<file path="src/rtl/rr_arbiter_8_pkg.sv">
// rr_arbiter_8_pkg: shared constants, FSM states and slot-to-bit mapping for the round-robin arbiter
package rr_arbiter_8_pkg;
  localparam int N_REQ = 8;
  localparam int PTR_W = 3;
  typedef enum logic {IDLE, GRANT} state_t;
  function automatic logic [PTR_W-1:0] slot_to_bit(input logic [PTR_W-1:0] k);
    return PTR_W'(N_REQ - 1) - k;
  endfunction
endpackage

</file>
<file path="src/rtl/rr_pick_8.sv">
// rr_pick_8: combinational round-robin winner search over a double-width masked request vector
module rr_pick_8
  import rr_arbiter_8_pkg::*;
(
  input  logic [N_REQ-1:0] req,
  input  logic [PTR_W-1:0] ptr,
  output logic [N_REQ-1:0] win,
  output logic [PTR_W-1:0] idx,
  output logic             any
);
  logic [N_REQ-1:0]   s;
  logic [2*N_REQ-1:0] m;
  always_comb begin
    s = '0;
    for (int k = 0; k < N_REQ; k++) s[k] = req[slot_to_bit(PTR_W'(k))];
    m = {s, s} & ({(2*N_REQ){1'b1}} << ptr);
    idx = '0;
    any = 1'b0;
    for (int j = 2*N_REQ-1; j >= 0; j--) if (m[j]) begin idx = PTR_W'(j); any = 1'b1; end
    win = any ? N_REQ'(1) << slot_to_bit(idx) : '0;
  end
endmodule

</file>
<file path="src/rtl/rr_arbiter_8.sv">
// rr_arbiter_8: eight-requester round-robin arbiter with registered one-hot grant and valid/ready handshake
module rr_arbiter_8
  import rr_arbiter_8_pkg::*;
#(
  parameter logic [PTR_W-1:0] RESET_PTR = 3'd0
) (
  input  logic             clk,
  input  logic             rst,
  input  logic [N_REQ-1:0] req,
  input  logic             gnt_ready,
  output logic [N_REQ-1:0] gnt,
  output logic             gnt_valid,
  output logic [PTR_W-1:0] ptr
);
  state_t           state, state_n;
  logic [PTR_W-1:0] cur, cur_n, ptr_n, pick_ptr, idx;
  logic [N_REQ-1:0] gnt_n, win;
  logic             any, hs, load;
  rr_pick_8 u_pick (.req(req), .ptr(pick_ptr), .win(win), .idx(idx), .any(any));
  always_comb begin
    hs = state == GRANT && gnt_ready;
    load = state == IDLE || hs;
    pick_ptr = state == GRANT ? cur + PTR_W'(1) : ptr;
    state_n = load ? (any ? GRANT : IDLE) : state;
    gnt_n = load ? win : gnt;
    cur_n = load && any ? idx : cur;
    ptr_n = hs ? cur + PTR_W'(1) : ptr;
  end
  always_ff @(posedge clk) begin
    if (rst) begin
      state <= IDLE;
      gnt <= '0;
      cur <= RESET_PTR;
      ptr <= RESET_PTR;
    end else begin
      state <= state_n;
      gnt <= gnt_n;
      cur <= cur_n;
      ptr <= ptr_n;
    end
  end
  assign gnt_valid = state == GRANT;
endmodule

</file>
<file path="config.mk">
export PLATFORM = sky130hd
export DESIGN_NAME = rr_arbiter_8
export DESIGN_NICKNAME = d
export VERILOG_FILES = /design/src/rtl/rr_arbiter_8_pkg.sv /design/src/rtl/rr_pick_8.sv /design/src/rtl/rr_arbiter_8.sv
export SDC_FILE = /design/constraint.sdc
export NUM_CORES = 1
export LEC_CHECK = 0
export CORE_AREA = 8 8 59 61
export CTS_CLUSTER_SIZE = 40
export DETAILED_ROUTE_END_ITERATION = 7
export DIE_AREA = 0 0 67 69
export GPL_TIMING_DRIVEN = 0
export PLACE_DENSITY = 0.66
export SYNTH_ARGS = -nofsm -noshare
export SYNTH_HDL_FRONTEND = slang
export SYNTH_SLANG_ARGS = --single-unit
</file>
<file path="constraint.sdc">
create_clock -name clk -period 3.58 [get_ports clk]
set_input_delay 0.537 -clock clk [delete_from_list [all_inputs] [get_ports clk]]
set_output_delay 0.537 -clock clk [all_outputs]
set_load 0.01 [all_outputs]
</file>
==> run_results.csv, run 1 <==
group,metric,value,unit
status,run_status,"finished, final reports clean",
timing,finalCritPeriodShare,0.683,
cts,cts_root_buffer,"sky130_fd_sc_hd__clkbuf_4",
die,die-area,4620,um2
place,placed_cell_area,1120,um2
cts,tritoncts,"built",
finish,fin_util,0.438,
synth,syn_area_per_cell,7.98,um2
timing,timing.final.hold_violations,0,
critical_path,cp.buffers_inverters,1,
global_routing,grt_max_degree,11,
die,start_util,0.333,
critical_path,worstPathRequired,3770,ps
timing,worst_slew_pin_tran,521,ps
synth,syn-num-nets,121,
finish,insertedDiodeCount,0,
cts,post_cts_resize_count,0,
cts,cts-root-to-sink-buffers,2,
synth,synth-edff-count,0,
synth,synth-seq-cells,15,
finish,register_area,300,um2
cts,post_cts.repair.setup_buffers,0,
finish,fill_count,277,
finish,final_area,1150,um2
global_routing,number_of_global_route_vias_before_repair,833,
routing,drcViolationCount,0,
die,number_of_top_level_pins,23,
synth,async_flop_share,0,
finish,multi_input_comb_area,553,um2
power_and_ir_drop,max-vdd-ir-drop,0.000161,V
routing,ant_nets,0,
die,y_dimension_of_the_die,69,um
synth,synth_top_area_cell,"sky130_fd_sc_hd__dfxtp_1",
routing,detailroute.via_count,889,
routing,routedWlPerCell,14.0,um
die,die_w,67,um
synth,synth_top_cells_by_area,"sky130_fd_sc_hd__dfxtp_1, sky130_fd_sc_hd__nand2_1, sky130_fd_sc_hd__nand2b_1",
global_routing,gr-usage-all-layers,0.0987,
cts,insertion_delay,280,ps
cts,tritoncts.num_buffers,3,
critical_path,cp_top_family,"compound AO/OA/AOI/OAI gates",
critical_path,critical_path_arrival,2630,ps
timing,skew,3.64,ps
cts,clk_pin_slew,90,ps
timing,timing.final.max_slew_violations,0,
global_routing,antenna_found_initial,0,
critical_path,worstSetupStartpointType,"input port",
critical_path,timing.critical_path.to_type,"register",
flow_run,timing.max_cap.violations,0,
timing,timing.max_slew.rel_slack,0.651,
critical_path,worst_path_max_delay_cell,"sky130_fd_sc_hd__or4bb_1",
synth,synth.top_cell.area_share,0.345,
timing,tightest_hold_margin,452,ps
global_routing,global_route.overflow_total,0,
finish,drive_gt1_frac,0.0597,
cts,ctsHtreeMaxLevel,1,
place,place.gp.congestion,0.812,
synth,yosysWarnings,0,
die,num_rows,19,
synth,synth_sequential_area_ratio,0.345,
hold_path,min-delay-path-class,"register to register",
power_and_ir_drop,power_density,366,nW/um2
cts,cts_hold_buffers,0,
critical_path,worst_path_largest_cell_delay,520,ps
timing,setup-tns-final,0,ps
timing,final_period_minus_worst_setup_slack,2450,ps
synth,yosys.cell_types.count,38,
global_routing,grt_pass1_wl,3790,um
critical_path,critical_path_cell_list,"clkdlybuf4s50_1, or4bb_1, o311a_1, a221oi_1, nor4_1, a32o_1",
synth,synth.cells.most_frequent,"sky130_fd_sc_hd__dfxtp_1, sky130_fd_sc_hd__nand2_1, sky130_fd_sc_hd__nor2_1",
place,portbufs,21,
timing,fmaxAchievable,0.409,GHz
power_and_ir_drop,static-leakage-power,0.417,nW
routing,drt_first_pass_iters,4,
routing,totalWireLength,2300,um
routing,detailedRoute.firstIterationViolations,77,
synth,netlist_area,870,um2
synth,postSynthCellCount,109,
routing,routed_via_density,5.39,
timing,finalSetupViolations,0,
finish,synthesis_to_finish_area_growth,31.8,%
critical_path,worst-path-max-fanout,7,
synth,synthMostInstantiatedCell,"sky130_fd_sc_hd__dfxtp_1",
finish,final_net_count,147,
cts,cts.sinks,15,
place,post-dp-hpwl,1800,um
die,core-area,2620,um2
synth,main_flop_type_after_synthesis,"sky130_fd_sc_hd__dfxtp_1",
timing,rsz_0062_raised_after_global_routing,"no",
critical_path,setup.worst_path.class,"input port to register",
placed cells by master, fill, tap and decap left out, drive strengths merged, types with 2 or more instances in the layout:
cell type	count
a21oi	8
a22o	3
clkbuf	4
clkdlybuf4s50	21
dfxtp	15
inv	2
nand2	12
nand2b	7
nand3	2
nand3b	3
nor2	11
nor2b	4
nor3	3
nor4	3
o21a	2
o21ai	8
or2	3
or4	2
final cells by class:
cell class                 instances  area share
buffer                             2     0.00764
clock buffer                       3      0.0197
clock inverter                     1     0.00437
inverter                           2     0.00655
multi-input combinational         90       0.483
sequential                        15       0.262
tap                               31      0.0338
timing repair buffer              21       0.183
per-layer routing:
metal	GRT usage	vias to the layer above	share of wire
li1	-	456	-
met1	0.119	394	0.44
met4	0.0465	0	0.018
met5	0	-	0
met3	0.0226	4	0.073
met2	0.157	35	0.47
per-stage QoR:
stage	setup slack [ps]	total power [mW]	cells
floorplan	1490	0.274	109
global placement	866	0.324	161
detailed placement	846	0.326	161
CTS	1140	0.423	165
global route	996	0.443	165
finish	1130	0.419	165
worst register-to-register path, stage by stage (launching register included):
cell                       delay, ps
sky130_fd_sc_hd__dfxtp_1         380
sky130_fd_sc_hd__ha_1            370
sky130_fd_sc_hd__nand3b_1        120
sky130_fd_sc_hd__o221a_1         300
sky130_fd_sc_hd__a21o_1          170
sky130_fd_sc_hd__a222oi_1        420
sky130_fd_sc_hd__o22ai_1         260
sky130_fd_sc_hd__a32o_1          300
registers in the layout (all words and copies together) (netlist names):
signal / cells
ptr: 3
cur: 3
gnt_valid: 1
gnt: 8
path summary, 6_finish.rpt:
| kind | startpoint | endpoint | slack (ps) | cells past startpoint |
|---|---|---|---|---|
| worst min register to register | gnt[6]$_SDFFE_PP0N_ | gnt[6]$_SDFFE_PP0N_ | 450 | 2 |
| worst max-delay path | req[2] | gnt[3]$_SDFFE_PP0N_ | 1130 | 6 |
| worst max register to register | cur[0]$_SDFFE_PP0P_ | gnt[3]$_SDFFE_PP0N_ | 1170 | 7 |
| worst min-delay path | gnt[6]$_SDFFE_PP0N_ | gnt[6]$_SDFFE_PP0N_ | 450 | 2 |
cell families after synthesis:
group / Yosys count / synth area share
AO/OA/AOI/OAI: 35 / 0.283
XOR/XNOR: 2 / 0.0201
adder cells (fa/ha/maj): 1 / 0.0144
buffers and inverters: 4 / 0.0187
flip-flops: 15 / 0.345
multiplexers: 1 / 0.0115
AND/OR/NAND/NOR: 51 / 0.306
where the power goes:
| part | switching, mW | internal, mW |
|---|---|---|
| Combinational | 0.0650 | 0.0635 |
| Clock | 0.0561 | 0.0415 |
| Sequential | 0.0127 | 0.180 |
Note: power is estimated with default switching activity, not from simulation.
==> inputs of run 2 (changes only) <==
--- a/config.mk
+++ b/config.mk
@@ -10,7 +10,7 @@
 export DETAILED_ROUTE_END_ITERATION = 7
 export DIE_AREA = 0 0 67 69
 export GPL_TIMING_DRIVEN = 0
-export PLACE_DENSITY = 0.66
+export PLACE_DENSITY = 0.68
 export SYNTH_ARGS = -nofsm -noshare
 export SYNTH_HDL_FRONTEND = slang
 export SYNTH_SLANG_ARGS = --single-unit
==> constraint.sdc (replaced) <==
create_clock -name clk -period 2.2 [get_ports clk]
set_input_delay 0.33 -clock clk [delete_from_list [all_inputs] [get_ports clk]]
set_output_delay 0.33 -clock clk [all_outputs]
set_load 0.01 [all_outputs]
==> run 2 against run 1 <==
Worst hold slack lost 45 ps. Global-route usage is 0.69 points higher. Via count is 2.5% higher. Combinational power increased by 85%. Total power grew 71%. First-iteration DRC count is 6.5% lower. Worst setup slack got worse by 1100 ps. Cell area rose by 6.9%. Count of clock-buffer cells in the layout unchanged. Critical path type is now register to register. Critical endpoint unchanged. Highest routed layer unchanged.
==> run_results.csv, run 2 (synthesis results as in run 1) <==
group,metric,value,unit
critical_path,worst-path-max-fanout,6,
cts,insertion_delay,290,ps
global_routing,number_of_global_route_vias_before_repair,889,
die,die-area,4620,um2
global_routing,global_route.overflow_total,0,
power_and_ir_drop,static-leakage-power,0.431,nW
cts,tritoncts,"built",
finish,fill_count,260,
flow_run,timing.max_cap.violations,0,
timing,fmaxAchievable,0.459,GHz
finish,insertedDiodeCount,0,
cts,cts-root-to-sink-buffers,2,
timing,timing.max_slew.rel_slack,0.686,
hold_path,min-delay-path-class,"input port to register",
finish,fin_util,0.468,
critical_path,worstSetupStartpointType,"register",
timing,rsz_0062_raised_after_global_routing,"yes",
finish,mostFrequentLayoutCells,"sky130_fd_sc_hd__clkdlybuf4s50_1, sky130_fd_sc_hd__dfxtp_1, sky130_fd_sc_hd__nand2_1",
finish,synthesis_to_finish_area_growth,40.9,%
place,portbufs,21,
timing,tightest_hold_margin,407,ps
timing,worst_slew_pin_tran,469,ps
finish,register_ranked_first_by_flip_flop_count,"gnt",
status,run_status,"finished, final reports clean",
routing,totalWireLength,2350,um
critical_path,critPathLaunch,"cur[0]$_SDFFE_PP0P_",
routing,detailroute.via_count,911,
routing,drt_first_pass_iters,5,
critical_path,timing.critical_path.to_type,"register",
die,number_of_top_level_pins,23,
global_routing,grt_max_degree,11,
power_and_ir_drop,max-vdd-ir-drop,0.000298,V
timing,timing.final.hold_violations,0,
cts,clk_pin_slew,90,ps
cts,ctsHtreeMaxLevel,1,
finish,multi_input_comb_area,616,um2
die,num_rows,19,
die,y_dimension_of_the_die,69,um
routing,routed_via_density,5.46,
cts,tritoncts.num_buffers,3,
power_and_ir_drop,power_density,586,nW/um2
timing,final_period_minus_worst_setup_slack,2180,ps
timing,skew,2.13,ps
timing,finalSetupViolations,0,
finish,final_net_count,149,
finish,drive_gt1_frac,0.154,
hold_path,hold_path_startpoint,"rst",
timing,finalCritPeriodShare,0.990,
finish,largestRegisters,"gnt (8), cur (3), ptr (3)",
die,die_w,67,um
die,start_util,0.333,
die,core-area,2620,um2
timing,timing.final.max_slew_violations,0,
power_and_ir_drop,p_total,0.718,mW
finish,largest_register_ffs,8,
global_routing,antenna_found_initial,0,
routing,detailedRoute.firstIterationViolations,72,
routing,ant_nets,0,
finish,mostFrequentLayoutCell,"sky130_fd_sc_hd__clkdlybuf4s50_1",
place,place.gp.congestion,0.818,
place,post-dp-hpwl,1760,um
cts,cts.sinks,15,
finish,register_area,302,um2
global_routing,grt_pass1_wl,4000,um
routing,routedWlPerCell,14.1,um
global_routing,gr-usage-all-layers,0.106,
critical_path,worstPathRequired,2390,ps
critical_path,critical_path_arrival,2370,ps
cts,cts_root_buffer,"sky130_fd_sc_hd__clkbuf_4",
critical_path,timing.rr.start,"cur[0]$_SDFFE_PP0P_",
critical_path,setup.worst_path.class,"register to register",
routing,drcViolationCount,0,
cts,cts_hold_buffers,0,
## run 2: worst max-delay path: stages (launching register included)
cell and delay [ps]:
sky130_fd_sc_hd__dfxtp_2 370, sky130_fd_sc_hd__ha_4 290, sky130_fd_sc_hd__nand3b_1 100, sky130_fd_sc_hd__o221a_1 310
sky130_fd_sc_hd__a21o_1 170, sky130_fd_sc_hd__a222oi_1 300, sky130_fd_sc_hd__buf_4 180, sky130_fd_sc_hd__o22ai_2 90
sky130_fd_sc_hd__a32o_1 270
## run 2: what timing repair did
action / CTS / global route
hold endpoints to repair: 0 / 0
gates resized for setup: 5 / 6
setup endpoints to repair: 5 / 9
setup buffers: 1 / 1
pin swaps: 2 / 1
gates cloned: 0 / 0
## run 2: cell type report
| cell class | instances | area share |
|---|---|---|
| Tap cell | 31 | 0.0317 |
| Clock inverter | 1 | 0.00409 |
| Timing Repair Buffer | 23 | 0.184 |
| Multi-Input combinational cell | 90 | 0.503 |
| Inverter | 2 | 0.00613 |
| Sequential cell | 15 | 0.246 |
| Clock buffer | 3 | 0.0184 |
| Buffer | 2 | 0.00715 |
## run 2: through the flow
| stage | worst slack [ps] | cell area, um2 | cells | TNS [ps] |
|---|---|---|---|---|
| floorplan | 111 | 870 | 109 | 0 |
| global placement | -311 | 1120 | 161 | -2480 |
| detailed placement | -326 | 1120 | 161 | -2560 |
| CTS | 29.4 | 1180 | 166 | 0 |
| global route | -81.5 | 1220 | 167 | -236 |
| finish | 22.5 | 1220 | 167 | 0 |
## run 2: worst paths after layout
check | endpoint | slack (ps) | cells after the start
max reg2reg | gnt[3]$_SDFFE_PP0N_ | 20 | 8
min reg2reg | gnt[6]$_SDFFE_PP0N_ | 450 | 2
min | ptr[0]$_SDFFE_PP0P_ | 410 | 2
max | gnt[3]$_SDFFE_PP0N_ | 20 | 8
## run 2: per-layer routing
metal	global-route usage	wire length [um]	up-vias	part of all wire
li1	-	-	462	-
met1	0.127	1040	419	0.44
met2	0.161	1080	25	0.46
met3	0.0355	177	5	0.075
met4	0.0512	49	0	0.021
met5	0	0	-	0
## run 2: power by group
part	switching [mW]	leakage (nW)	internal [mW]	total (mW)
sequential	0.0235	0.123	0.294	0.318
clock	0.0953	0.0177	0.0677	0.163
combinational	0.116	0.290	0.121	0.237
total	0.235	0.431	0.483	0.718
==> inputs of run 3 (changes only) <==
--- a/config.mk
+++ b/config.mk
@@ -11,6 +11,7 @@
 export DIE_AREA = 0 0 67 69
 export GPL_TIMING_DRIVEN = 0
 export PLACE_DENSITY = 0.68
+export SKIP_LAST_GASP = 1
 export SYNTH_ARGS = -nofsm -noshare
 export SYNTH_HDL_FRONTEND = slang
 export SYNTH_SLANG_ARGS = --single-unit
==> run 3 against run 2 <==
Non-clock buffer count unchanged. Register-to-register slack about the same. Critical path depth unchanged. Total power about the same.
==> run_results.csv, run 3 (synthesis results as in run 1) <==
group,metric,value,unit
status,run_status,"finished, final reports clean",
routing,routed_via_density,5.49,
finish,synthesis_to_finish_area_growth,40.9,%
finish,drive_gt1_frac,0.154,
cts,cts_root_buffer,"sky130_fd_sc_hd__clkbuf_4",
die,die_w,67,um
flow_run,timing.max_cap.violations,0,
die,y_dimension_of_the_die,69,um
cts,tritoncts,"built",
timing,rsz_0062_raised_after_global_routing,"yes",
critical_path,worstSetupStartpointType,"register",
timing,worst_slew_pin_tran,469,ps
critical_path,worst-path-max-fanout,6,
die,core-area,2620,um2
hold_path,min-delay-path-class,"input port to register",
finish,register_ranked_first_by_flip_flop_count,"gnt",
timing,timing.max_slew.rel_slack,0.686,
finish,mostFrequentLayoutCells,"sky130_fd_sc_hd__clkdlybuf4s50_1, sky130_fd_sc_hd__dfxtp_1, sky130_fd_sc_hd__nand2_1",
timing,finalSetupViolations,0,
cts,cts-root-to-sink-buffers,2,
finish,mostFrequentLayoutCell,"sky130_fd_sc_hd__clkdlybuf4s50_1",
power_and_ir_drop,max-vdd-ir-drop,0.000298,V
finish,final_net_count,149,
global_routing,global_route.overflow_total,0,
timing,timing.final.max_slew_violations,0,
routing,ant_nets,0,
timing,final_period_minus_worst_setup_slack,2180,ps
critical_path,worstPathRequired,2390,ps
place,post-dp-hpwl,1760,um
routing,drcViolationCount,0,
timing,finalCritPeriodShare,0.991,
finish,insertedDiodeCount,0,
critical_path,worst-r2r-setup-slack,20,ps
die,num_rows,19,
place,dp_cells,161,
finish,final_area,1220,um2
global_routing,grt_max_degree,11,
die,die-area,4620,um2
finish,largestRegisters,"gnt (8), cur (3), ptr (3)",
power_and_ir_drop,static-leakage-power,0.431,nW
die,number_of_top_level_pins,23,
global_routing,grt_pass1_wl,4000,um
cts,ctsHtreeMaxLevel,1,
global_routing,gr-usage-all-layers,0.106,
critical_path,setup.worst_path.class,"register to register",
routing,totalWireLength,2350,um
timing,timing.final.hold_violations,0,
place,place.gp.congestion,0.818,
critical_path,critical_path_arrival,2370,ps
routing,detailroute.via_count,917,
place,portbufs,21,
global_routing,antenna_found_initial,0,
finish,largest_register_ffs,8,
routing,detailedRoute.firstIterationViolations,48,
cts,cts.sinks,15,
place,placed_cell_area,1120,um2
cts,clk_pin_slew,90,ps
routing,drt_first_pass_iters,4,
die,start_util,0.333,
power_and_ir_drop,power_density,586,nW/um2
cts,tritoncts.num_buffers,3,
timing,fmaxAchievable,0.459,GHz
timing,skew,1.97,ps
cts,insertion_delay,290,ps
routing,routedWlPerCell,14.1,um
critical_path,timing.critical_path.to_type,"register",
finish,layout.cells.non_filler,167,
global_routing,number_of_global_route_vias_before_repair,889,
run 3: repair_timing:
action,4_1_cts,5_1_grt
pin swaps,2,1
setup endpoints to repair,5,9
gates resized for setup,5,6
hold buffers,0,0
endpoints found under the hold margin,0,0
buffers inserted,1,1
gates cloned,0,0
run 3: metrics by stage:
step                power [mW]   util  hold WS (ps)  TNS, ps  setup WS (ps)
detailed placement       0.528  0.428           442    -2560           -326
floorplan                0.446      -           470        0            111
CTS                      0.706  0.453           403        0           29.4
global placement         0.527  0.428           441    -2480           -311
global route             0.761  0.468           422     -236          -81.5
finish                   0.718  0.468           407        0           19.3
run 3: cell type report:
class	instances	area, um2
well taps	31	38.8
flip-flops and latches	15	302
repair buffers	23	225
fillers	260	1390
clock inverters	1	5.00
clock buffers	3	22.5
multi-input cells	90	616
plain buffers	2	8.76
inverters	2	7.51
run 3: metal layers:
layer | up-vias | wire (um) | global-route usage
li1 | 462 | - | -
met2 | 29 | 1080 | 0.161
met4 | 0 | 49 | 0.0512
met5 | - | 0 | 0
met3 | 5 | 179 | 0.0355
met1 | 421 | 1040 | 0.127
run 3: where the power goes:
part           switching [mW]  total [mW]  internal, mW
sequential             0.0235       0.318         0.294
clock                  0.0954       0.163        0.0677
combinational           0.116       0.237         0.121
total                   0.235       0.718         0.483
run 3: path summary, 6_finish.rpt:
path	from	to	cells past startpoint
setup / recovery	cur[0]$_SDFFE_PP0P_	gnt[3]$_SDFFE_PP0N_	8
hold / removal	rst	ptr[0]$_SDFFE_PP0P_	2
setup reg to reg	cur[0]$_SDFFE_PP0P_	gnt[3]$_SDFFE_PP0N_	8
hold reg to reg	gnt[6]$_SDFFE_PP0N_	gnt[6]$_SDFFE_PP0N_	2
run 3: critical path: stages, from the launching register on:
cell	delay [ps]
sky130_fd_sc_hd__dfxtp_2	370
sky130_fd_sc_hd__ha_4	290
sky130_fd_sc_hd__nand3b_1	100
sky130_fd_sc_hd__o221a_1	310
sky130_fd_sc_hd__a21o_1	170
sky130_fd_sc_hd__a222oi_1	300
sky130_fd_sc_hd__buf_4	180
sky130_fd_sc_hd__o22ai_2	90
sky130_fd_sc_hd__a32o_1	270
